==> src/rtl/dnn_pe_sequencer.sv <==
// dnn_pe_sequencer: issues PE scratchpad load, compute, capture and readout controls
// in a fixed weights -> data -> compute -> capture -> drain order from a serial operand stream.
module dnn_pe_sequencer #(
    parameter int WORD_W = 16,
    parameter int OUT_W  = 16,
    parameter int CNT_W  = 8
) (
    input  logic             clk,
    input  logic             reset_n,
    input  logic             start,
    input  logic             abort,
    input  logic [1:0]       cfg_pe,
    input  logic [CNT_W-1:0] cfg_compute,
    input  logic             s_valid,
    input  logic             s_bit,
    output logic             s_ready,
    output logic [1:0]       selPE,
    output logic             sipo_en,
    output logic             sipo_en2,
    output logic             sp_din,
    output logic             sp_load,
    output logic             sp_load2,
    output logic             en,
    output logic             ps_load,
    output logic             ps_shift,
    input  logic             ps_out,
    output logic             r_valid,
    output logic             r_bit,
    input  logic             r_ready,
    output logic             busy,
    output logic             done
);

    localparam int MAX_W  = (WORD_W > OUT_W) ? WORD_W : OUT_W;
    localparam int BIT_CW = $clog2(MAX_W + 1);
    localparam logic [BIT_CW-1:0] WORD_LAST = BIT_CW'(WORD_W - 1);
    localparam logic [BIT_CW-1:0] OUT_LAST  = BIT_CW'(OUT_W - 1);

    typedef enum logic [3:0] {
        IDLE,
        LOAD_WT,
        COMMIT_WT,
        LOAD_DIN,
        COMMIT_DIN,
        COMPUTE,
        CAPTURE,
        DRAIN,
        DONE
    } state_t;

    state_t            state;
    logic [BIT_CW-1:0] bit_cnt;
    logic [CNT_W-1:0]  comp_cnt;

    // Abort leaves selPE alone; only reset or a new start changes it.
    always_ff @(posedge clk) begin
        if (!reset_n) begin
            state    <= IDLE;
            bit_cnt  <= '0;
            comp_cnt <= '0;
            selPE    <= 2'b00;
        end else if (abort) begin
            state <= IDLE;
        end else begin
            case (state)
                IDLE: begin
                    if (start) begin
                        selPE    <= cfg_pe;
                        comp_cnt <= (cfg_compute == '0) ? CNT_W'(1) : cfg_compute;
                        bit_cnt  <= '0;
                        state    <= LOAD_WT;
                    end
                end
                LOAD_WT: begin
                    if (s_valid) begin
                        bit_cnt <= bit_cnt + BIT_CW'(1);
                        if (bit_cnt == WORD_LAST) state <= COMMIT_WT;
                    end
                end
                COMMIT_WT: begin
                    bit_cnt <= '0;
                    state   <= LOAD_DIN;
                end
                LOAD_DIN: begin
                    if (s_valid) begin
                        bit_cnt <= bit_cnt + BIT_CW'(1);
                        if (bit_cnt == WORD_LAST) state <= COMMIT_DIN;
                    end
                end
                COMMIT_DIN: state <= COMPUTE;
                COMPUTE: begin
                    if (comp_cnt <= CNT_W'(1)) state <= CAPTURE;
                    else comp_cnt <= comp_cnt - CNT_W'(1);
                end
                CAPTURE: begin
                    bit_cnt <= '0;
                    state   <= DRAIN;
                end
                DRAIN: begin
                    if (r_ready) begin
                        bit_cnt <= bit_cnt + BIT_CW'(1);
                        if (bit_cnt == OUT_LAST) state <= DONE;
                    end
                end
                DONE:    state <= IDLE;
                default: state <= IDLE;
            endcase
        end
    end

    // Strobes decode straight from the state so the core sees them in the same cycle.
    assign s_ready  = (state == LOAD_WT) || (state == LOAD_DIN);
    assign sipo_en  = (state == LOAD_WT) && s_valid;
    assign sipo_en2 = (state == LOAD_DIN) && s_valid;
    assign sp_din   = s_ready && s_valid && s_bit;
    assign sp_load  = (state == COMMIT_WT);
    assign sp_load2 = (state == COMMIT_DIN);
    assign en       = (state == COMPUTE);
    assign ps_load  = (state == CAPTURE);
    assign r_valid  = (state == DRAIN);
    assign r_bit    = r_valid && ps_out;
    assign ps_shift = r_valid && r_ready;
    assign busy     = (state != IDLE);
    assign done     = (state == DONE);

endmodule

==> config.mk <==
export PLATFORM = sky130hd
export DESIGN_NAME = dnn_pe_sequencer
export DESIGN_NICKNAME = d
export VERILOG_FILES = /design/src/rtl/dnn_pe_sequencer.sv
export SDC_FILE = /design/constraint.sdc
export NUM_CORES = 1
export LEC_CHECK = 0
export BUFFER_PORTS_ARGS = -buffer_cell sky130_fd_sc_hd__buf_2
export CAP_MARGIN = 25
export CORE_MARGIN = 1
export CORE_UTILIZATION = 30
export CTS_BUF_LIST = sky130_fd_sc_hd__clkbuf_4 sky130_fd_sc_hd__clkbuf_8 sky130_fd_sc_hd__clkbuf_16
export DETAILED_ROUTE_END_ITERATION = 10
export SLEW_MARGIN = 20
export SYNTH_ARGS = -nofsm -noshare
export SYNTH_HDL_FRONTEND = slang
export SYNTH_SLANG_ARGS = --single-unit
==> constraint.sdc <==
create_clock -name clk -period 3.3 [get_ports clk]
set_input_delay 0.66 -clock clk [delete_from_list [all_inputs] [get_ports clk]]
set_output_delay 0.66 -clock clk [all_outputs]
set_load 0.02 [all_outputs]
==> run_summary.xml, run 1 <==
<?xml version="1.0" encoding="UTF-8"?>
<metrics>
  <group name="placement">
    <metric name="dp_hpwl" unit="µm">2140</metric>
    <metric name="place_congestion" unit="">0.752</metric>
    <metric name="dpl_worst_slack" unit="ns">1.15</metric>
    <metric name="post-place-cells" unit="">240</metric>
    <metric name="placement.cell_area" unit="µm²">1490</metric>
    <metric name="port_buffers" unit="">32</metric>
  </group>
  <group name="worst_setup_path">
    <metric name="critPathArrivalTime" unit="ns">1.63</metric>
    <metric name="worst_path_dominant_cell_family" unit="">flip-flops</metric>
    <metric name="endpoint_kind" unit="">output pin</metric>
    <metric name="crit_path_max_incr_delay" unit="ns">0.61</metric>
    <metric name="timing.critical_path.cells" unit="">nand4bb_1 &gt; buf_4 &gt; inv_2 &gt; buf_2</metric>
    <metric name="crit_required" unit="ns">2.64</metric>
    <metric name="critPathSlowestCell" unit="">sky130_fd_sc_hd__dfxtp_1</metric>
    <metric name="critPathLaunchType" unit="">flip-flop</metric>
    <metric name="timing.setup.critical_path_class" unit="">reg -&gt; out</metric>
    <metric name="worstPathBufferInverterCount" unit="">3</metric>
    <metric name="critical_path_peak_fanout" unit="">15</metric>
  </group>
  <group name="finish">
    <metric name="final-instance-count-excl-fill" unit="">244</metric>
    <metric name="regArea" unit="µm²">380</metric>
    <metric name="num_antenna_cells" unit="">0</metric>
    <metric name="multi_input_area" unit="µm²">860</metric>
    <metric name="final_nets" unit="">217</metric>
    <metric name="drive_gt1_frac" unit="">0.247</metric>
    <metric name="layout.filler_cells" unit="">453</metric>
    <metric name="postLayoutCoreUtil" unit="">0.377</metric>
    <metric name="flow.area_growth_from_synthesis" unit="%">18.3</metric>
    <metric name="layout.cell_area.non_filler" unit="µm²">1540</metric>
  </group>
  <group name="yosys">
    <metric name="synth_cell_type_count" unit="">44</metric>
    <metric name="synth-seq-cells" unit="">19</metric>
    <metric name="post_synth_main_area_contributors" unit="">sky130_fd_sc_hd__dfxtp_1 29%, sky130_fd_sc_hd__nand2_1 5.2%, sky130_fd_sc_hd__a21oi_1 4.6%</metric>
    <metric name="postSynth.topFlopCell" unit="">sky130_fd_sc_hd__dfxtp_1</metric>
    <metric name="synth.cell_area" unit="µm²">1300</metric>
    <metric name="synthArstFlopShare" unit="">0</metric>
    <metric name="synth_enable_flop_cells" unit="">0</metric>
    <metric name="syn_inst" unit="">167</metric>
    <metric name="yosysSeqAreaShare" unit="">0.292</metric>
    <metric name="syn-num-nets" unit="">189</metric>
    <metric name="avgSynthCellArea" unit="µm²">7.79</metric>
    <metric name="synth.largest_area_cell" unit="">sky130_fd_sc_hd__dfxtp_1</metric>
    <metric name="yosys_warnings" unit="">0</metric>
    <metric name="synthDominantCellAreaShare" unit="">0.292</metric>
  </group>
  <group name="power">
    <metric name="static-leakage-power" unit="nW">0.652</metric>
    <metric name="power_density" unit="nW/µm²">321</metric>
    <metric name="power" unit="mW">0.494</metric>
    <metric name="vdd_ir_drop_max" unit="V">0.000180</metric>
  </group>
  <group name="global_routing">
    <metric name="antenna_found_initial" unit="">0</metric>
    <metric name="maximum_number_of_pins_on_one_net_before_global_route_repair" unit="">25</metric>
    <metric name="grt_util_all_layers" unit="">0.145</metric>
    <metric name="globalRoute.totalOverflow" unit="">0</metric>
    <metric name="number_of_global_route_vias_before_repair" unit="">1130</metric>
    <metric name="grt_pass1_wl" unit="µm">5120</metric>
  </group>
  <group name="sta">
    <metric name="fin_hold_ws" unit="ns">0.494</metric>
    <metric name="worst_pin_slew" unit="ns">0.592</metric>
    <metric name="totalNegativeSetupSlack" unit="ns">0</metric>
    <metric name="max_slew_margin" unit="">0.604</metric>
    <metric name="setup_ws" unit="ns">1.01</metric>
    <metric name="layout_worst_path_cycle_share" unit="">0.695</metric>
    <metric name="fmax" unit="MHz">436</metric>
    <metric name="report.final.hold_viol_count" unit="">0</metric>
    <metric name="setup_viol" unit="">0</metric>
    <metric name="finClkSkew" unit="ns">0.00626</metric>
    <metric name="slew_viols_final" unit="">0</metric>
    <metric name="grt_setup_unrepaired" unit="">no</metric>
    <metric name="post-route-min-period" unit="ns">2.29</metric>
  </group>
  <group name="clock_network">
    <metric name="clock_sink_count" unit="">19</metric>
    <metric name="cts-root-buf" unit="">sky130_fd_sc_hd__clkbuf_8</metric>
    <metric name="post_cts_hold_buffer_count" unit="">0</metric>
    <metric name="tritoncts_clock_tree" unit="">built</metric>
    <metric name="cts.path.max_buffers" unit="">2</metric>
    <metric name="cts.clk_slew.worst_paths" unit="ns">0.08</metric>
    <metric name="post_cts.repair.setup_buffers" unit="">0</metric>
    <metric name="post_cts_resize_count" unit="">0</metric>
    <metric name="number_of_buffers_inserted_during_clock_tree_synthesis" unit="">3</metric>
    <metric name="htree_levels" unit="">1</metric>
    <metric name="worstSkewPairLatency" unit="ns">0.26</metric>
  </group>
  <group name="die">
    <metric name="placeableCoreArea" unit="µm²">4090</metric>
    <metric name="die_w" unit="µm">67.9</metric>
    <metric name="io_pins" unit="">33</metric>
    <metric name="row_count" unit="">23</metric>
    <metric name="start_util" unit="">0.318</metric>
    <metric name="die_area" unit="µm²">4600</metric>
    <metric name="fp.dieH" unit="µm">67.9</metric>
  </group>
  <group name="routing">
    <metric name="drt-pass1-iter-count" unit="">4</metric>
    <metric name="drt.antenna.violating_nets" unit="">0</metric>
    <metric name="overall_via_count_from_detail_route" unit="">1261</metric>
    <metric name="dr.first_iter.drc_count" unit="">78</metric>
    <metric name="drt-wirelength-per-cell" unit="µm">12.2</metric>
    <metric name="route.detailed.vias_per_inst" unit="">5.17</metric>
    <metric name="detail_route.drc_violations" unit="">0</metric>
    <metric name="drt_wl_total" unit="µm">2980</metric>
  </group>
  <group name="job">
    <metric name="cap_violations" unit="">0</metric>
  </group>
  <group name="outcome">
    <metric name="result_of_the_run" unit="">finished, final reports clean</metric>
  </group>
  <group name="hold_path">
    <metric name="hold_path_class" unit="">reg -&gt; reg</metric>
  </group>
</metrics>
==> final cells by class <==
class	instances	share of cell area
clock buffer	3	0.0268
sequential	19	0.247
clock inverter	1	0.00325
multi-input combinational	132	0.559
inverter	6	0.0146
timing repair buffer	33	0.109
tap	50	0.0407
==> synthesized netlist by cell type, types with 4 or more instances <==
| cell | number |
|---|---|
| sky130_fd_sc_hd__nand3_1 | 9 |
| sky130_fd_sc_hd__a21o_1 | 4 |
| sky130_fd_sc_hd__nor2_1 | 15 |
| sky130_fd_sc_hd__o21ai_0 | 6 |
| sky130_fd_sc_hd__o21ai_1 | 4 |
| sky130_fd_sc_hd__o211ai_1 | 4 |
| sky130_fd_sc_hd__dfxtp_1 | 19 |
| sky130_fd_sc_hd__nand2b_1 | 4 |
| sky130_fd_sc_hd__a21boi_1 | 5 |
| sky130_fd_sc_hd__a21oi_1 | 12 |
| sky130_fd_sc_hd__nand2_1 | 18 |
| sky130_fd_sc_hd__ha_1 | 4 |
| sky130_fd_sc_hd__nor3_1 | 6 |
| sky130_fd_sc_hd__inv_1 | 5 |
| sky130_fd_sc_hd__clkbuf_1 | 9 |
==> cell usage in the layout, fill, tap and decap left out, types with 4 or more instances in the layout <==
master                     count
sky130_fd_sc_hd__buf_2        32
sky130_fd_sc_hd__dfxtp_1      19
sky130_fd_sc_hd__nand2_1      18
sky130_fd_sc_hd__nor2_1       15
sky130_fd_sc_hd__a21oi_1      12
sky130_fd_sc_hd__nand3_1       9
sky130_fd_sc_hd__nor3_1        6
sky130_fd_sc_hd__o21ai_0       6
sky130_fd_sc_hd__inv_1         5
sky130_fd_sc_hd__a21boi_1      5
sky130_fd_sc_hd__nand2b_1      4
sky130_fd_sc_hd__o21ai_1       4
sky130_fd_sc_hd__a21o_1        4
sky130_fd_sc_hd__o211ai_1      4
sky130_fd_sc_hd__ha_1          4
==> tightest hold or removal path, stage by stage, from the launching register on <==
cell and delay [ns]:
sky130_fd_sc_hd__dfxtp_1 0.34, sky130_fd_sc_hd__nand2_1 0.06, sky130_fd_sc_hd__a21boi_1 0.05
==> sequential cells by signal (all words and copies together) (netlist names) <==
register and cells:
bit_cnt 5, comp_cnt 8, selPE 2, state 4
==> where the power goes <==
group	switching, mW	leakage [nW]	internal [mW]
clock	0.0802	0.0255	0.0839
combinational	0.0482	0.472	0.0357
sequential	0.00913	0.154	0.236
==> final timing paths <==
| check | from | to | slack, ns | cells past startpoint |
|---|---|---|---|---|
| max | state[2] | en | 1.01 | 4 |
| min reg2reg | comp_cnt[1] | comp_cnt[1] | 0.49 | 2 |
| min | comp_cnt[1] | comp_cnt[1] | 0.49 | 2 |
| max reg2reg | state[2] | comp_cnt[2] | 1.13 | 5 |
==> per-layer routing <==
layer  GRT usage  routed length (µm)
met2       0.214                1330
met1       0.204                1490
met3      0.0317                 114
met4      0.0521                  42
met5           0                   0
==> cells by family after synthesis <==
logic type | Yosys count | synth area share
and+or+nand+nor | 77 | 0.325
AOI/OAI and AO/OA | 48 | 0.274
DFF | 19 | 0.292
buffers and inverters | 16 | 0.0471
adders and majority gates | 4 | 0.0385
muxes | 3 | 0.0231
No activity file was read; power rests on OpenSTA's default activity.
==> run 2, diff against run 1 <==
- clock period: 3.3 -> 2.1 ns (I/O delays scaled with it)
==> run 2 against run 1 <==
- sequential cell count unchanged
- count of clock-buffer cells in the layout increased by 1
- via count increased by 2.9%
- sequential share of layout area decreased by 0.70 points
- final cell count increased by 2.0%
- highest routed layer unchanged
==> run_summary.xml, run 2 (synthesis gave the netlist of run 1 again) <==
<?xml version="1.0" encoding="UTF-8"?>
<metrics>
  <group name="outcome">
    <metric name="result_of_the_run" unit="">finished, final reports clean</metric>
  </group>
  <group name="die">
    <metric name="io_pins" unit="">33</metric>
    <metric name="die_area" unit="µm²">4600</metric>
    <metric name="die_w" unit="µm">67.9</metric>
    <metric name="placeableCoreArea" unit="µm²">4090</metric>
    <metric name="row_count" unit="">23</metric>
    <metric name="start_util" unit="">0.318</metric>
    <metric name="fp.dieH" unit="µm">67.9</metric>
  </group>
  <group name="sta">
    <metric name="setup_viol" unit="">0</metric>
    <metric name="post-route-min-period" unit="ns">1.96</metric>
    <metric name="report.final.hold_viol_count" unit="">0</metric>
    <metric name="worst_pin_slew" unit="ns">0.563</metric>
    <metric name="grt_setup_unrepaired" unit="">no</metric>
    <metric name="fmax" unit="MHz">511</metric>
    <metric name="finClkSkew" unit="ns">0.00241</metric>
    <metric name="max_slew_margin" unit="">0.624</metric>
    <metric name="totalNegativeSetupSlack" unit="ns">0</metric>
    <metric name="slew_viols_final" unit="">0</metric>
    <metric name="layout_worst_path_cycle_share" unit="">0.932</metric>
  </group>
  <group name="worst_setup_path">
    <metric name="rrSetupSlack" unit="ns">0.14</metric>
    <metric name="critical_path_peak_fanout" unit="">7</metric>
    <metric name="ff2ff_path_depth" unit="">5</metric>
    <metric name="timing.setup.critical_path_class" unit="">reg -&gt; reg</metric>
    <metric name="crit_path_max_incr_delay" unit="ns">0.53</metric>
    <metric name="critPathLaunchType" unit="">flip-flop</metric>
    <metric name="r2r-end" unit="">comp_cnt[2]</metric>
    <metric name="critPathSlowestCell" unit="">sky130_fd_sc_hd__or4_4</metric>
    <metric name="regToRegStartpoint" unit="">state[2]</metric>
    <metric name="timing.critical_path.cells" unit="">or4_4 &gt; or3b_1 &gt; o21ai_4 &gt; o21ai_2 &gt; a32o_1</metric>
    <metric name="critPathArrivalTime" unit="ns">2.11</metric>
    <metric name="endpoint_kind" unit="">flip-flop</metric>
    <metric name="crit_required" unit="ns">2.25</metric>
  </group>
  <group name="power">
    <metric name="power_density" unit="nW/µm²">502</metric>
    <metric name="comb_power_share" unit="">0.176</metric>
    <metric name="p_switching" unit="mW">0.217</metric>
    <metric name="static-leakage-power" unit="nW">0.683</metric>
    <metric name="power.share.switching" unit="">0.272</metric>
    <metric name="p_seq_frac" unit="">0.481</metric>
    <metric name="internal_power" unit="mW">0.579</metric>
    <metric name="share_clk_of_total_power" unit="">0.343</metric>
    <metric name="vdd_ir_drop_max" unit="V">0.000356</metric>
  </group>
  <group name="finish">
    <metric name="largest_reg_flops" unit="">8</metric>
    <metric name="final_nets" unit="">222</metric>
    <metric name="top_register" unit="">comp_cnt</metric>
    <metric name="flow.area_growth_from_synthesis" unit="%">21.7</metric>
    <metric name="final_cell_mix" unit="">32 x sky130_fd_sc_hd__buf_2, 19 x sky130_fd_sc_hd__dfxtp_1, 18 x sky130_fd_sc_hd__nand2_1, 15 x sky130_fd_sc_hd__nor2_1, 12 x sky130_fd_sc_hd__a21oi_1</metric>
    <metric name="layout.cells.most_common" unit="">sky130_fd_sc_hd__buf_2</metric>
    <metric name="drive_gt1_frac" unit="">0.271</metric>
    <metric name="num_antenna_cells" unit="">0</metric>
    <metric name="layout.cell_area.non_filler" unit="µm²">1580</metric>
    <metric name="top_regs" unit="">comp_cnt: 8 flops, bit_cnt: 5 flops, state: 4 flops</metric>
  </group>
  <group name="routing">
    <metric name="drt_wl_total" unit="µm">3050</metric>
    <metric name="overall_via_count_from_detail_route" unit="">1298</metric>
    <metric name="detail_route.drc_violations" unit="">0</metric>
    <metric name="drt-pass1-iter-count" unit="">4</metric>
    <metric name="dr.first_iter.drc_count" unit="">44</metric>
    <metric name="drt.antenna.violating_nets" unit="">0</metric>
    <metric name="drt-wirelength-per-cell" unit="µm">12.3</metric>
    <metric name="route.detailed.vias_per_inst" unit="">5.21</metric>
  </group>
  <group name="clock_network">
    <metric name="tritoncts_clock_tree" unit="">built</metric>
    <metric name="cts-root-buf" unit="">sky130_fd_sc_hd__clkbuf_8</metric>
    <metric name="htree_levels" unit="">1</metric>
    <metric name="cts.clk_slew.worst_paths" unit="ns">0.07</metric>
    <metric name="post_cts.repair.setup_buffers" unit="">0</metric>
    <metric name="post_cts_resize_count" unit="">0</metric>
    <metric name="post_cts_hold_buffer_count" unit="">0</metric>
    <metric name="number_of_buffers_inserted_during_clock_tree_synthesis" unit="">3</metric>
    <metric name="cts.path.max_buffers" unit="">2</metric>
    <metric name="clock_sink_count" unit="">19</metric>
    <metric name="worstSkewPairLatency" unit="ns">0.26</metric>
  </group>
  <group name="placement">
    <metric name="dp_hpwl" unit="µm">2210</metric>
    <metric name="place_congestion" unit="">0.864</metric>
    <metric name="placement.cell_area" unit="µm²">1540</metric>
    <metric name="port_buffers" unit="">32</metric>
  </group>
  <group name="global_routing">
    <metric name="globalRoute.totalOverflow" unit="">0</metric>
    <metric name="antenna_found_initial" unit="">0</metric>
    <metric name="grt_util_all_layers" unit="">0.143</metric>
    <metric name="maximum_number_of_pins_on_one_net_before_global_route_repair" unit="">24</metric>
    <metric name="number_of_global_route_vias_before_repair" unit="">1104</metric>
    <metric name="grt_pass1_wl" unit="µm">5040</metric>
  </group>
  <group name="hold_path">
    <metric name="min-delay-start" unit="">cfg_pe[0]</metric>
    <metric name="whs_endpoint" unit="">selPE[0]</metric>
    <metric name="hold_path_class" unit="">in -&gt; reg</metric>
    <metric name="min_delay_path_depth" unit="">3</metric>
  </group>
  <group name="job">
    <metric name="cap_violations" unit="">0</metric>
  </group>
</metrics>
[run 2: changes by cell type in the layout (fill, tap and decap cells not counted), sizes merged]
cell / change
clkinv: -1
clkbuf: +1
buf: +5
[run 2: final cells by class]
type | count | area, µm²
repair buffers | 38 | 205
flip-flops and latches | 19 | 380
multi-input cells | 132 | 865
well taps | 50 | 62.6
inverters | 6 | 22.5
clock buffers | 4 | 48.8
fillers | 423 | 2500
[run 2: critical path, delay by kind of cell (launching register included)]
kind               cells  cell delay (ns)
and+or+nand+nor        2             1.05
AOI/OAI and AO/OA      3             0.49
DFF                    1             0.31
[run 2: through the flow]
stage,hold WS (ns),std cells,setup slack [ns],total power [mW],utilization
final,0.429,249,0.144,0.795,0.388
after detailed placement,0.479,245,0.144,0.530,0.376
after global routing,0.448,249,0.0557,0.841,0.388
after CTS,0.429,249,0.118,0.805,0.388
after floorplan,0.457,167,0.130,0.483,-
after global placement,0.479,245,0.163,0.531,0.376
[run 2: layer usage]
layer,track usage,part of all wire
met1,0.196,0.51
met2,0.218,0.44
met3,0.0417,0.038
met4,0.0365,0.0088
met5,0,0
[run 2: power groups by stage]
stage / logic [mW] / clock network, mW / registers [mW]
after floorplan: 0.0920 / 0 / 0.391
after global placement: 0.140 / 0 / 0.391
after detailed placement: 0.140 / 0 / 0.391
after CTS: 0.141 / 0.282 / 0.382
after global routing: 0.158 / 0.298 / 0.385
final: 0.140 / 0.273 / 0.383
[run 2: worst max path at each step]
stage,startpoint,end,cells past startpoint
4_1_cts,comp_cnt[2],comp_cnt[4],5
3_5_place_dp,comp_cnt[2],comp_cnt[4],5
6_report,state[2],comp_cnt[2],5
5_1_grt,comp_cnt[2],comp_cnt[4],5
2_1_floorplan,state[2],comp_cnt[2],6
3_3_place_gp,comp_cnt[2],comp_cnt[6],5
